File: src/rtl/apb_requester_bridge.sv
// apb_requester_bridge: turns a valid/ready command stream into APB4 transfers, one in flight,
// and returns each result on a valid/ready response channel. Define APB_REQ_TIMEOUT_EN to build the ACCESS watchdog.
module apb_requester_bridge #(
  parameter int ADDR_WIDTH     = 32,
  parameter int DATA_WIDTH     = 32,
  parameter int TIMEOUT_CYCLES = 256
) (
  input  logic                    PCLK,
  input  logic                    PRESETn,
  // command channel
  input  logic                    cmd_valid,
  output logic                    cmd_ready,
  input  logic                    cmd_write,
  input  logic [ADDR_WIDTH-1:0]   cmd_addr,
  input  logic [DATA_WIDTH-1:0]   cmd_wdata,
  input  logic [DATA_WIDTH/8-1:0] cmd_strb,
  // response channel
  output logic                    rsp_valid,
  input  logic                    rsp_ready,
  output logic [DATA_WIDTH-1:0]   rsp_rdata,
  output logic                    rsp_err,
  // APB requester side
  output logic [ADDR_WIDTH-1:0]   PADDR,
  output logic                    PSEL,
  output logic                    PENABLE,
  output logic                    PWRITE,
  output logic [DATA_WIDTH-1:0]   PWDATA,
  output logic [DATA_WIDTH/8-1:0] PSTRB,
  input  logic [DATA_WIDTH-1:0]   PRDATA,
  input  logic                    PREADY
);

  localparam int STRB_WIDTH = DATA_WIDTH / 8;
  localparam int ADDR_LSB   = $clog2(STRB_WIDTH);
  // Clears the byte-lane offset so PADDR is always bus-width aligned.
  localparam logic [ADDR_WIDTH-1:0] ADDR_MASK = {ADDR_WIDTH{1'b1}} << ADDR_LSB;

  if (ADDR_WIDTH < 1 || ADDR_WIDTH > 32) begin : g_bad_addr_width
    $error("apb_requester_bridge: ADDR_WIDTH must be 1..32");
  end
  if (DATA_WIDTH != 8 && DATA_WIDTH != 16 && DATA_WIDTH != 32) begin : g_bad_data_width
    $error("apb_requester_bridge: DATA_WIDTH must be 8, 16 or 32");
  end
  if (TIMEOUT_CYCLES < 2) begin : g_bad_timeout
    $error("apb_requester_bridge: TIMEOUT_CYCLES must be at least 2");
  end

  typedef enum logic [1:0] {
    IDLE   = 2'd0,
    SETUP  = 2'd1,
    ACCESS = 2'd2
  } state_e;

  state_e state_q, state_d;
  logic   cmd_fire;
  logic   rsp_fire;
  logic   xfer_done;
  logic   xfer_abort;
  logic   wd_expired;

  // A new command may only start once the response slot is free or is being drained this cycle.
  assign cmd_ready = (state_q == IDLE) && (!rsp_valid || rsp_ready);
  assign cmd_fire  = cmd_valid && cmd_ready;
  assign rsp_fire  = rsp_valid && rsp_ready;

  // --------------------------------------------------------------------------
  // Optional ACCESS watchdog
  // --------------------------------------------------------------------------
`ifdef APB_REQ_TIMEOUT_EN
  localparam int CNT_W = $clog2(TIMEOUT_CYCLES);
  localparam logic [CNT_W-1:0] CNT_LAST = CNT_W'(TIMEOUT_CYCLES - 1);

  logic [CNT_W-1:0] wd_cnt_q;
  logic             rsp_err_q;

  assign wd_expired = (state_q == ACCESS) && (wd_cnt_q == CNT_LAST);

  always_ff @(posedge PCLK or negedge PRESETn) begin
    if (!PRESETn) begin
      wd_cnt_q <= '0;
    end else if (state_q == SETUP) begin
      wd_cnt_q <= '0;
    end else if (state_q == ACCESS && !PREADY && !wd_expired) begin
      wd_cnt_q <= wd_cnt_q + 1'b1;
    end
  end

  always_ff @(posedge PCLK or negedge PRESETn) begin
    if (!PRESETn) begin
      rsp_err_q <= 1'b0;
    end else if (xfer_done) begin
      rsp_err_q <= 1'b0;
    end else if (xfer_abort) begin
      rsp_err_q <= 1'b1;
    end
  end

  assign rsp_err = rsp_err_q;
`else
  assign wd_expired = 1'b0;
  assign rsp_err    = 1'b0;
`endif

  // --------------------------------------------------------------------------
  // Transfer FSM
  // --------------------------------------------------------------------------
  // NOTE: state registers use non-blocking (<=) so every flop samples pre-edge values;
  // blocking assignments here would create order-dependent simulation/synthesis mismatches.
  always_ff @(posedge PCLK or negedge PRESETn) begin
    if (!PRESETn) begin
      state_q <= IDLE;
    end else begin
      state_q <= state_d;
    end
  end

  // NOTE: every output of this block gets a default first so no path leaves it unassigned,
  // which would otherwise infer a latch.
  always_comb begin
    state_d    = state_q;
    xfer_done  = 1'b0;
    xfer_abort = 1'b0;
    unique case (state_q)
      IDLE: begin
        if (cmd_fire) state_d = SETUP;
      end
      SETUP: begin
        state_d = ACCESS;
      end
      ACCESS: begin
        // PREADY wins over an expiring watchdog in the same cycle.
        if (PREADY) begin
          state_d   = IDLE;
          xfer_done = 1'b1;
        end else if (wd_expired) begin
          state_d    = IDLE;
          xfer_abort = 1'b1;
        end
      end
      default: begin
        state_d = IDLE;
      end
    endcase
  end

  // --------------------------------------------------------------------------
  // APB output registers
  // --------------------------------------------------------------------------
  // PSEL/PENABLE are registered from the next state so they are glitch-free flop outputs.
  always_ff @(posedge PCLK or negedge PRESETn) begin
    if (!PRESETn) begin
      PSEL    <= 1'b0;
      PENABLE <= 1'b0;
      PWRITE  <= 1'b0;
      PADDR   <= '0;
      PWDATA  <= '0;
      PSTRB   <= '0;
    end else begin
      PSEL    <= (state_d != IDLE);
      PENABLE <= (state_d == ACCESS);
      if (cmd_fire) begin
        PADDR  <= cmd_addr & ADDR_MASK;
        PWRITE <= cmd_write;
        PWDATA <= cmd_write ? cmd_wdata : '0;
        PSTRB  <= cmd_write ? cmd_strb : '0;
      end
    end
  end

  // --------------------------------------------------------------------------
  // Response register
  // --------------------------------------------------------------------------
  always_ff @(posedge PCLK or negedge PRESETn) begin
    if (!PRESETn) begin
      rsp_valid <= 1'b0;
      rsp_rdata <= '0;
    end else if (xfer_done) begin
      rsp_valid <= 1'b1;
      rsp_rdata <= PWRITE ? '0 : PRDATA;
    end else if (xfer_abort) begin
      rsp_valid <= 1'b1;
      rsp_rdata <= '0;
    end else if (rsp_fire) begin
      rsp_valid <= 1'b0;
    end
  end

endmodule

File: config.mk
export PLATFORM = sky130hd
export DESIGN_NAME = apb_requester_bridge
export DESIGN_NICKNAME = d
export VERILOG_FILES = /design/src/rtl/apb_requester_bridge.sv
export SDC_FILE = /design/constraint.sdc
export NUM_CORES = 1
export LEC_CHECK = 0
export CAP_MARGIN = 20
export CELL_PAD_IN_SITES_DETAIL_PLACEMENT = 1
export CELL_PAD_IN_SITES_GLOBAL_PLACEMENT = 2
export CORE_MARGIN = 4
export CORE_UTILIZATION = 21
export DETAILED_ROUTE_END_ITERATION = 8
export GPL_TIMING_DRIVEN = 1
export HOLD_SLACK_MARGIN = 0.1
export PLACE_DENSITY = 0.8
export SYNTH_ARGS = -nofsm -noshare
export SYNTH_HDL_FRONTEND = slang
export SYNTH_SLANG_ARGS = --single-unit
File: constraint.sdc
create_clock -name PCLK -period 1.32 [get_ports PCLK]
set_clock_uncertainty 0.1 [all_clocks]
set_input_delay 0.33 -clock PCLK [delete_from_list [all_inputs] [get_ports PCLK]]
set_output_delay 0.33 -clock PCLK [all_outputs]
set_load 0.005 [all_outputs]
=== Yosys cells after proc, flatten, opt, wreduce, memory -nomap -nowiden ===
Index checks and enable logic that the tools add are counted.

* Register bits: 104

* Eq/ne operators: 3
* Mux-type cells: 11
* Reduce and logical (&&, ||, !) cells: 8

{| class="wikitable"
|+ Operators with widths
! operator !! count
|-
| 32-bit 2-to-1 mux || 3
|-
| 2-bit one-hot mux with 3 select lines || 1
|-
| 2-bit equality test, second input constant || 2
|-
| 1-bit 2-to-1 mux || 4
|-
| 2-bit 2-to-1 mux || 2
|-
| 4-bit 2-to-1 mux || 1
|-
| 2-bit nonzero test || 2
|-
| 1-bit logical AND || 3
|-
| 2-bit by 1-bit equality test with 1-bit output, second input constant || 1
|-
| 2-bit logical NOT || 1
|-
| 1-bit logical NOT || 1
|-
| 1-bit logical OR || 1
|}

=== Longest topological paths before layout ===
* Word-level depth: 7
* Depth in mapped cells: 6
* Mapped depth without buffers: 3

=== Worst setup path before layout ===
OpenSTA, ideal clock, no wires.

* Kind: reg2reg
* Start point: register state_q[1]
* End point: register PADDR[29]
* Setup time: 0.128 ns
* Arrival time: 1.239 ns
* Data required time: 1.092 ns
* Setup slack: -0.147 ns
* Stages on the path, launching flop included: 6
* Path buffers: 2
* Cells stage by stage: dfrtp_1 -> nor2_1 -> and3_1 -> buf_6 -> buf_6 -> mux2_1

* Cells in the longest elaborated chain, start to end: 3

{| class="wikitable"
|+ RTL lines
! item !! RTL line !! text
|-
| start, declared || 54 || <nowiki>state_e state_q, state_d;</nowiki>
|-
| start signal, assigned || 113 || <nowiki>state_q <= state_d;</nowiki>
|-
| 2-bit logical NOT || 62 || <nowiki>assign cmd_ready = (state_q == IDLE) && (!rsp_valid || rsp_ready);</nowiki>
|-
| 1-bit logical AND || 62 ||
|-
| 1-bit logical AND || 63 || <nowiki>assign cmd_fire = cmd_valid && cmd_ready;</nowiki>
|-
| end signal, assigned || 162 || <nowiki>PADDR <= cmd_addr & ADDR_MASK;</nowiki>
|-
| end, declared || 23 || <nowiki>output logic [ADDR_WIDTH-1:0] PADDR,</nowiki>
|}

Every way passes these cells.
A chain may end at the register's enable or synchronous reset.

=== Worst setup path in the final report ===
* Start point: register state_q[0]
* End point: register PWDATA[17]

* Cells in the longest elaborated chain, start to end: 3

{| class="wikitable"
|+ RTL lines
! item !! RTL line !! text
|-
| 2-bit logical NOT || 62 ||
|-
| 1-bit logical AND || 62 ||
|-
| 1-bit logical AND || 63 ||
|-
| end signal, assigned || 164 || <nowiki>PWDATA <= cmd_write ? cmd_wdata : '0;</nowiki>
|-
| end, declared || 27 || <nowiki>output logic [DATA_WIDTH-1:0] PWDATA,</nowiki>
|}

Every way passes these cells.

==> flow_summary.json <==
{
  "period_needed_ps": 1757,
  "routed_wl_mm": 16.19,
  "critPathMostFrequentCell": "buf_12",
  "peakVddDrop_v": 0.0006638,
  "maxCapViolations": 0,
  "fin_nets": 773,
  "synth_largest_area_cell": "dfrtp_1",
  "firstDrtPassIters": 4,
  "area_delta_synth_final_pct": 79.13,
  "power.density_nw_per_um2": 2141,
  "synth_top_area_share_pct": 60.64,
  "die_h_um": 151.0,
  "viasPerCell": 4.040,
  "seqPwrFrac_pct": 34.0,
  "fmaxAchievable_mhz": 569.3,
  "track_usage_pct": 13.37,
  "start_util_pct": 21.28,
  "placementRows": 52,
  "ios": 212,
  "finalHoldWorstSlack_ps": 378.4,
  "ys_ff_latch": 104,
  "slowest_delay_ps": 390,
  "synthTopCellsByArea": "dfrtp_1 61%, mux2i_1 8.4%, mux2_2 7.1%, nand2_1 6.0%, nand2b_1 4.8%",
  "place.port_buffers": 206,
  "die_w_um": 151.0,
  "seq_area_frac_synth_pct": 60.64,
  "die-area_um2": 22790,
  "cp-end-kind": "flip-flop",
  "min_from": "rsp_rdata[6]$_DFFE_PN0P_",
  "detail_route.wl_per_cell_um": 17.20,
  "path_buf_inv": 5,
  "coreArea_um2": 20170,
  "cp-startpoint": "state_q[0]$_DFF_PN0_",
  "route.detailed.drc": 0,
  "final_common_cell": "dfrtp_1",
  "ant_nets": 0,
  "setup_slack_ps": -436.5,
  "failed_checks": "negative setup slack",
  "yosysWarnings": 0,
  "antenna_found_initial": 0,
  "p_switching_uw": 5347,
  "power.combinational.fraction_pct": 51.2,
  "hold_path_class": "flip-flop to flip-flop",
  "cp-start-kind": "flip-flop",
  "clk_pin_slew_ps": 70,
  "slew_viol_final": 0,
  "grt_pass1_vias": 4231,
  "reg2reg_from": "state_q[0]$_DFF_PN0_",
  "critPathSlowestCell": "dfrtp_1",
  "hold_viol_final": 0,
  "crit_type": "flip-flop to flip-flop",
  "pwr-share-clk_pct": 14.8,
  "gp_congestion": 0.7546,
  "status": "finished with violations",
  "drt-initial-drc-count": 72,
  "syn_avg_cell_area_um2": 11.44,
  "pre_cts_slack_ps": -742.6,
  "finalSetupViolations": 103,
  "clockBufferDepth": 2,
  "cp.arrival_ps": 1920,
  "p_sw_share_pct": 32.49,
  "drive_above_1_share_pct": 41.43,
  "numCtsBuffers": 9,
  "critPathMaxFanout": 7,
  "clock_sinks": 104,
  "ys_types": 19,
  "place_hpwl_mm": 10.39,
  "final_cell_mix": "104 x dfrtp_1, 102 x clkdlybuf4s50_1, 102 x buf_2, 64 x buf_4, 61 x nand2_1",
  "timing.final.crit_share_pct": 133.1,
  "vias": 3802,
  "h-tree-depth": 3,
  "required_ps": 1480,
  "diodes": 0,
  "cts_tree": "yes",
  "cp_top_family": "buffers and inverters",
  "p_int_uw": 11110,
  "clkLatencyLatePin_ps": 340,
  "synth_area_um2": 4292,
  "rsz0062_at_grt": "yes",
  "power.leakage_uw": 0.003762,
  "grt_overflow": 0,
  "cts_root_buf": "clkbuf_16",
  "synth_cells": 375,
  "crit_chain": "nor2_2, buf_6, buf_6, and3_4, buf_12, buf_12, buf_12, mux2i_4",
  "grt_first_pass_wirelength_mm": 23.36,
  "fin_util_pct": 38.11,
  "grt_max_degree": 58,
  "finalSetupTns_ps": -34970
}
logic make-up (layout without fill, tap and decap cells):
group	count (synthesis)	count (layout)	share of synthesized area (%)
other	1	3	0.08738
muxes	69	69	17.06
AOI/OAI and AO/OA	32	32	3.732
DFF	104	104	60.64
buffers and inverters	61	355	6.851
and+or+nand+nor	108	108	11.63
per-layer routing:
metal,GRT usage (%),share of wire (%),vias to the layer above
li1,-,-,1769
met1,16.30,41,1888
met2,23.11,52,131
met3,3.531,6.1,14
met4,4.080,1.6,0
met5,0,0,-
what timing repair did:
item                                    4_1_cts  5_1_grt
gates resized for setup                     438       65
hold buffers                                  1        0
endpoints found under the setup margin      172      182
buffers inserted                             44       28
pin swaps                                     6        2
endpoints found under the hold margin       104        0
gates cloned                                  8        6
sequential cells by signal (all words and copies together), names as in the netlist:
signal / cells
PADDR: 30
PENABLE: 1
PSEL: 1
PSTRB: 4
PWDATA: 32
PWRITE: 1
rsp_rdata: 32
rsp_valid: 1
state_q: 2
per-stage QoR:
step	cells	total power (uW)	area, um^2
floorplan	377	8430	4438
global placement	842	12590	6859
detailed placement	842	12870	6859
CTS	910	15610	7254
global route	941	17590	7687
finish	941	16460	7687
synth_stat cells:
cell and number:
and2_1 1, nand2b_1 33, and3_1 1, dfrtp_1 104, buf_1 1, buf_4 5, conb_1 1, or2_2 1
o21ai_0 32, nand3b_1 1, buf_6 6, clkbuf_1 12, buf_2 1, nor2_1 2, inv_1 36, mux2i_1 36
mux2_2 27, nand2_1 69, mux2_1 6
path summary, 6_finish.rpt:
path,end,slack [ps],depth (start not counted)
hold / removal,rsp_rdata[6]$_DFFE_PN0P_,380,2
setup / recovery,PWDATA[17]$_DFFE_PN0P_,-440,8
max in group asynchronous,rsp_rdata[0]$_DFFE_PN0P_,380,3
min in group asynchronous,PSTRB[0]$_DFFE_PN0P_,420,3
hold reg to reg,rsp_rdata[6]$_DFFE_PN0P_,380,2
setup reg to reg,PWDATA[17]$_DFFE_PN0P_,-440,8
power by group through the flow:
stage,sequential (uW),combinational [uW],clock [uW]
floorplan,5670,2760,0
global placement,5660,6930,0
detailed placement,5690,7180,0
CTS,5580,7470,2560
global route,5780,9120,2690
finish,5590,8430,2440
layout make-up:
cell class	count	area, um^2
Fill cell	2263	12480
Clock buffer	11	232.7
Timing Repair Buffer	304	2715
Multi-Input combinational cell	212	1642
Sequential cell	104	2603
Tap cell	270	337.8
Clock inverter	4	22.52
Inverter	36	135.1
worst register-to-register path: cells and delay by family (launching register included):
family,cells,cell delay (ps)
buffers and inverters,5,640
muxes,1,220
and+or+nand+nor,2,330
DFF,1,390
No activity file was read; power rests on OpenSTA's default activity.
